==> src/rtl/sim_ctrl_pkg.sv <==
// Shared types and default constants for the simulation run controller.
package sim_ctrl_pkg;

  typedef enum logic [1:0] {
    HOLD = 2'd0,
    RUN  = 2'd1,
    DONE = 2'd2
  } state_e;

  localparam int NCH_DEF        = 2;
  localparam int CODE_W_DEF     = 32;
  localparam int CNT_W_DEF      = 64;
  localparam int RST_CYCLES_DEF = 13;

  // Channel index width; a single channel still needs one bit.
  function automatic int chan_w(input int n);
    return (n > 1) ? $clog2(n) : 1;
  endfunction

endpackage

==> src/rtl/sim_run_ctrl_prio_enc.sv <==
// Lowest-index-wins priority encoder with a request-present flag.
module prio_enc #(
  parameter int N = 2,
  parameter int W = 1
) (
  input  logic [N-1:0] req,
  output logic [W-1:0] idx,
  output logic         valid
);

  always_comb begin
    idx   = '0;
    valid = |req;
    // Scan downwards so the lowest set bit is the final assignment.
    for (int i = N - 1; i >= 0; i--) begin
      if (req[i]) idx = W'(i);
    end
  end

endmodule

==> src/rtl/sim_run_ctrl.sv <==
// Sequences DUT reset, counts run cycles and captures the first exit request
// or cycle-limit timeout; results stay frozen until the next reset.
//
// state | meaning
// HOLD  | DUT reset asserted for RST_CYCLES cycles, limit latched on exit
// RUN   | counting cycles, watching exit requests and the cycle limit
// DONE  | run finished, all outputs frozen until rst
module sim_run_ctrl
  import sim_ctrl_pkg::*;
#(
  parameter int NCH        = NCH_DEF,
  parameter int CODE_W     = CODE_W_DEF,
  parameter int CNT_W      = CNT_W_DEF,
  parameter int RST_CYCLES = RST_CYCLES_DEF
) (
  input  logic                    clk,
  input  logic                    rst,
  input  logic [CNT_W-1:0]        max_cycle,
  input  logic [NCH-1:0]          exit_valid,
  input  logic [NCH*CODE_W-1:0]   exit_code,
  output logic                    rst_out,
  output logic [CNT_W-1:0]        cycle_cnt,
  output logic                    done,
  output logic                    fail,
  output logic                    timeout,
  output logic [chan_w(NCH)-1:0]  done_chan,
  output logic [CODE_W-1:0]       done_code
);

  localparam int CH_W   = chan_w(NCH);
  localparam int HOLD_W = $clog2(RST_CYCLES + 1);

  state_e             state_q, state_d;
  logic [HOLD_W-1:0]  hold_cnt_q, hold_cnt_d;
  logic [CNT_W-1:0]   limit_q, limit_d;
  logic [CNT_W-1:0]   cycle_cnt_q, cycle_cnt_d;
  logic               rst_out_q, rst_out_d;
  logic               done_q, done_d;
  logic               fail_q, fail_d;
  logic               timeout_q, timeout_d;
  logic [CH_W-1:0]    done_chan_q, done_chan_d;
  logic [CODE_W-1:0]  done_code_q, done_code_d;

  logic [CH_W-1:0]    win_idx;
  logic               win_valid;
  logic [CODE_W-1:0]  win_code;
  logic [CNT_W-1:0]   cnt_inc;
  logic               hold_done;
  logic               exit_hit;
  logic               limit_hit;

  prio_enc #(.N(NCH), .W(CH_W)) u_prio_enc (
    .req   (exit_valid),
    .idx   (win_idx),
    .valid (win_valid)
  );

  assign win_code  = exit_code[win_idx*CODE_W +: CODE_W];
  assign cnt_inc   = (&cycle_cnt_q) ? cycle_cnt_q : cycle_cnt_q + CNT_W'(1);
  assign hold_done = (hold_cnt_q == HOLD_W'(RST_CYCLES - 1));
  assign exit_hit  = (state_q == RUN) && win_valid;
  // Compare against the post-increment value: timeout lands on the edge the count reaches the limit.
  assign limit_hit = (state_q == RUN) && (limit_q != '0) && (cnt_inc == limit_q);

  always_ff @(posedge clk or posedge rst) begin
    if (rst) state_q <= HOLD;
    else     state_q <= state_d;
  end

  always_comb begin
    state_d = state_q;
    case (state_q)
      HOLD:    if (hold_done) state_d = RUN;
      RUN:     if (exit_hit || limit_hit) state_d = DONE;
      DONE:    state_d = DONE;
      default: state_d = HOLD;
    endcase
  end

  always_comb begin
    hold_cnt_d  = hold_cnt_q;
    limit_d     = limit_q;
    cycle_cnt_d = cycle_cnt_q;
    rst_out_d   = rst_out_q;
    done_d      = done_q;
    fail_d      = fail_q;
    timeout_d   = timeout_q;
    done_chan_d = done_chan_q;
    done_code_d = done_code_q;
    case (state_q)
      HOLD: begin
        rst_out_d  = 1'b1;
        hold_cnt_d = hold_cnt_q + HOLD_W'(1);
        if (hold_done) begin
          rst_out_d = 1'b0;
          limit_d   = max_cycle;
        end
      end
      RUN: begin
        rst_out_d   = 1'b0;
        cycle_cnt_d = cnt_inc;
        if (exit_hit) begin
          done_d      = 1'b1;
          done_chan_d = win_idx;
          done_code_d = win_code;
          fail_d      = |win_code;
          timeout_d   = 1'b0;
        end else if (limit_hit) begin
          done_d      = 1'b1;
          done_chan_d = '0;
          done_code_d = '0;
          fail_d      = 1'b1;
          timeout_d   = 1'b1;
        end
      end
      default: ;
    endcase
  end

  always_ff @(posedge clk or posedge rst) begin
    if (rst) begin
      hold_cnt_q  <= '0;
      limit_q     <= '0;
      cycle_cnt_q <= '0;
      rst_out_q   <= 1'b1;
      done_q      <= 1'b0;
      fail_q      <= 1'b0;
      timeout_q   <= 1'b0;
      done_chan_q <= '0;
      done_code_q <= '0;
    end else begin
      hold_cnt_q  <= hold_cnt_d;
      limit_q     <= limit_d;
      cycle_cnt_q <= cycle_cnt_d;
      rst_out_q   <= rst_out_d;
      done_q      <= done_d;
      fail_q      <= fail_d;
      timeout_q   <= timeout_d;
      done_chan_q <= done_chan_d;
      done_code_q <= done_code_d;
    end
  end

  assign rst_out   = rst_out_q;
  assign cycle_cnt = cycle_cnt_q;
  assign done      = done_q;
  assign fail      = fail_q;
  assign timeout   = timeout_q;
  assign done_chan = done_chan_q;
  assign done_code = done_code_q;

endmodule

==> config.mk <==
export PLATFORM = sky130hd
export DESIGN_NAME = sim_run_ctrl
export DESIGN_NICKNAME = d
export VERILOG_FILES = /design/src/rtl/sim_ctrl_pkg.sv /design/src/rtl/sim_run_ctrl_prio_enc.sv /design/src/rtl/sim_run_ctrl.sv
export SDC_FILE = /design/constraint.sdc
export NUM_CORES = 1
export LEC_CHECK = 0
export CORE_MARGIN = 2
export CORE_UTILIZATION = 56
export DETAILED_ROUTE_END_ITERATION = 8
export PLACE_DENSITY = 0.84
export SKIP_CTS_REPAIR_TIMING = 1
export SLEW_MARGIN = 20
export SYNTH_ARGS = -nofsm -noshare
export SYNTH_HDL_FRONTEND = slang
export SYNTH_SLANG_ARGS = --single-unit
export TNS_END_PERCENT = 10
==> constraint.sdc <==
create_clock -name clk -period 10.03 [get_ports clk]
set_clock_uncertainty 0.2 [all_clocks]
set_input_delay 1.5045 -clock clk [delete_from_list [all_inputs] [get_ports clk]]
set_output_delay 1.5045 -clock clk [all_outputs]
set_load 0.01 [all_outputs]
==> summary.md <==
| Metric | Value |
|---|---|
| Clock Latency Late Sink | `0.45 ns` |
| DRC | `0` |
| Largest net degree at the start of global routing | `75` |
| Core outline area | `18,600 µm²` |
| Reg2reg start | `cycle_cnt[5]` |
| Vias per cell | `6.62` |
| Total number of vias | `10,300` |
| Synth-to-Final Area Change | `28.7%` |
| RSZ-0062 raised after global routing | `no` |
| Post-DRT Antenna Nets | `0` |
| Root buf cell | `clkbuf_16` |
| Layout cells sized above 1 | `0.102` |
| Distinct cells, synth | `67` |
| Syn avg cell area | `9.48 µm²` |
| Synth async-reset ratio | `1.00` |
| Placed cells | `1,522` |
| Pleak | `5.37 nW` |
| Syn. warnings | `0` |
| VDD IR max | `0.106 mV` |
| Chip height | `141 µm` |
| Met2 Usage GRT | `0.642` |
| Initial antenna violation count | `0` |
| Port bufs | `232` |
| H-tree Lvls | `4` |
| Final Cycle Share | `0.595` |
| DRT iter0 DRCs | `974` |
| Period minus WS final | `5.97 ns` |
| Cells after Synth | `1,117` |
| Commonest non-fill, non-tap cell in the layout | `clkdlybuf4s50_1` |
| Least-Margin Pin Slew | `1.03 ns` |
| Max-slew violations | `0` |
| Pre-Repair DR Iteration Count | `6` |
| Die footprint | `20,000 µm²` |
| CP max-delay cell | `nor2_1` |
| Initial core utilization | `0.568` |
| Max incr delay on CP | `1.07 ns` |
| Vias in the first global route | `10,100` |
| Slew HR | `0.310` |
| Drt wl/cell | `25.3 µm` |
| EDFF count, synth | `0` |
| Synth area leaders | `dfrtp_1, xnor2_1, mux2_2` |
| GRT Util Overall | `0.398` |
| CTS Sinks | `171` |
| Crit Path Max Fanout | `36` |
| Final setup viols | `0` |
| Hold/Removal Path Class | `reg -> reg` |
| CTS tree | `done` |
| Crit end category | `flip-flop` |
| Syn nets | `1,254` |
| Fin. Hold Viols | `0` |
| Final Net Count | `1,444` |
| CP Launch Point | `cycle_cnt[5]` |
| DP HPWL | `30,000 µm` |
| Total Routed Length | `39,400 µm` |
| Arr. time, crit path | `6.06 ns` |
| Non-filler cells, final | `1,554` |
| Prevailing post-synth register cell | `dfrtp_1` |
| Most frequent cells in the layout | `clkdlybuf4s50_1, dfrtp_1, nand2_1, xnor2_1, nor2_1` |
| Hold Path Cell Cnt | `1` |
| PwrDens | `118 nW/µm²` |
| Die X | `141 µm` |
| Leading area contributor after synthesis | `dfrtp_1` |
| Max Clk Rate | `0.167 GHz` |
| Hold_sp | `hold_cnt_q[3]` |
| Max Cap Violations | `0` |
| Worst-path clk slew | `0.07 ns` |
| Total CTS buffers | `17` |
| Gpl congestion | `1.04` |
| GRT met3 Usage | `0.103` |
| Register bit total from synthesis | `171` |
| Antenna Cells | `0` |
| Std cell rows | `50` |
| Synth Cell Area | `10,600 µm²` |
| GR peak layer | `met2` |
| Clock Tree Buf Depth | `2` |
| Most used cell, CP | `nand4_1` |
| First-pass GRT wire length | `60,300 µm` |
| GR Overflow Total | `0` |
| Setup TNS | `0 ns` |
| WS Path Type | `reg -> reg` |
| Worst EP required | `10.12 ns` |
| Crit start category | `flip-flop` |
| I/O pins | `233` |
| Yosys top cell area share | `0.402` |
| R2R cell count | `10` |
| Seq/Total Area, Yosys | `0.404` |
| CP Cell Sequence | `nand4_1 > nor4_2 > nand4_1 > nor2_1 > a21oi_1 > o22a_1 > nor4_1 > nand2_1 > nor2_4 > o22ai_1` |
| Status | `complete, no violations` |
| GR Util met1 | `0.521` |
-- sequential cells by signal, summed over array words and instances, names as in the netlist --
signal      cells
done_code      32
cycle_cnt      64
limit_q        64
state_q         2
done            1
hold_cnt_q      4
done_chan       1
timeout         1
fail            1
rst_out         1
-- kinds of logic (layout without fill, tap and decap cells) --
kind of cell,count (synthesis),after routing,synth area share
and+or+nand+nor,461,461,0.237
DFF,171,171,0.404
xor gates and xnor gates,147,147,0.122
AOI/OAI and AO/OA,144,144,0.0909
muxes,103,103,0.105
buffers and inverters,86,289,0.0355
adders and majority gates,5,5,0.00591
-- layer usage --
metal,vias up,part of all wire
met5,-,0
met4,0,0.036
met3,111,0.097
met2,657,0.48
met1,5055,0.39
li1,4466,-
-- worst paths after layout --
path,to,slack [ns]
worst min register to register,hold_cnt_q[3],0.27
worst min-delay path,hold_cnt_q[3],0.27
min in group asynchronous,limit_q[57],1.22
worst max-delay path,done_code[26],4.06
max in group asynchronous,limit_q[13],7.09
worst max register to register,done_code[26],4.06
-- power breakdown --
part / internal [mW] / switching [mW]
Sequential: 0.703 / 0.0180
Clock: 0.426 / 0.316
Combinational: 0.0809 / 0.0639
-- synthesized netlist by cell type (3+ instances only) --
| cell | number |
|---|---|
| a311oi_1 | 3 |
| or4_1 | 13 |
| and3_1 | 15 |
| nand2b_1 | 9 |
| o21a_1 | 3 |
| mux2i_1 | 39 |
| xnor2_1 | 97 |
| xor2_1 | 50 |
| ha_1 | 5 |
| clkbuf_1 | 41 |
| a21oi_1 | 27 |
| nand4_1 | 44 |
| buf_2 | 23 |
| dfrtp_1 | 170 |
| nor3b_1 | 5 |
| nor4_1 | 59 |
| and2_1 | 3 |
| nand4_2 | 5 |
| inv_1 | 17 |
| buf_6 | 3 |
| nand3_1 | 39 |
| a21o_1 | 3 |
| nand2_1 | 114 |
| nor2_1 | 78 |
| or2_2 | 7 |
| mux2_2 | 64 |
| nor3_1 | 24 |
| or3_1 | 13 |
| o211ai_1 | 8 |
| o2111ai_1 | 4 |
| nor4b_1 | 4 |
| a211oi_1 | 5 |
| a31oi_1 | 9 |
| o21ai_0 | 13 |
| nand3b_1 | 4 |
| o22ai_1 | 42 |
| and4_1 | 11 |
| nor4_2 | 7 |
-- final cells by class --
cell class | instances | area (µm²)
Tap cell | 234 | 293
Inverter | 17 | 68.8
Clock buffer | 17 | 425
Multi-Input combinational cell | 860 | 5950
Timing Repair Buffer | 240 | 2380
Sequential cell | 171 | 4280
Clock inverter | 15 | 219
Fill cell | 1383 | 5020
-- per-stage QoR --
step	util	hold WS, ns	total power, mW	worst slack, ns	area [µm²]
2_1_floorplan	-	0.238	0.791	3.70	10600
3_3_place_gp	0.696	0.254	0.874	4.53	13000
3_5_place_dp	0.696	0.260	0.877	4.31	13000
4_1_cts	0.731	0.274	1.61	4.29	13600
5_1_grt	0.731	0.297	1.65	3.70	13600
6_report	0.731	0.273	1.61	4.06	13600
-- critical path, delay by kind of cell (launching register included) --
kind / cells / cell delay [ns]
AO/OA/AOI/OAI: 3 / 0.52
AND/OR/NAND/NOR: 7 / 4.58
flip-flops: 1 / 0.49
Power figures use the tool's default switching activity.
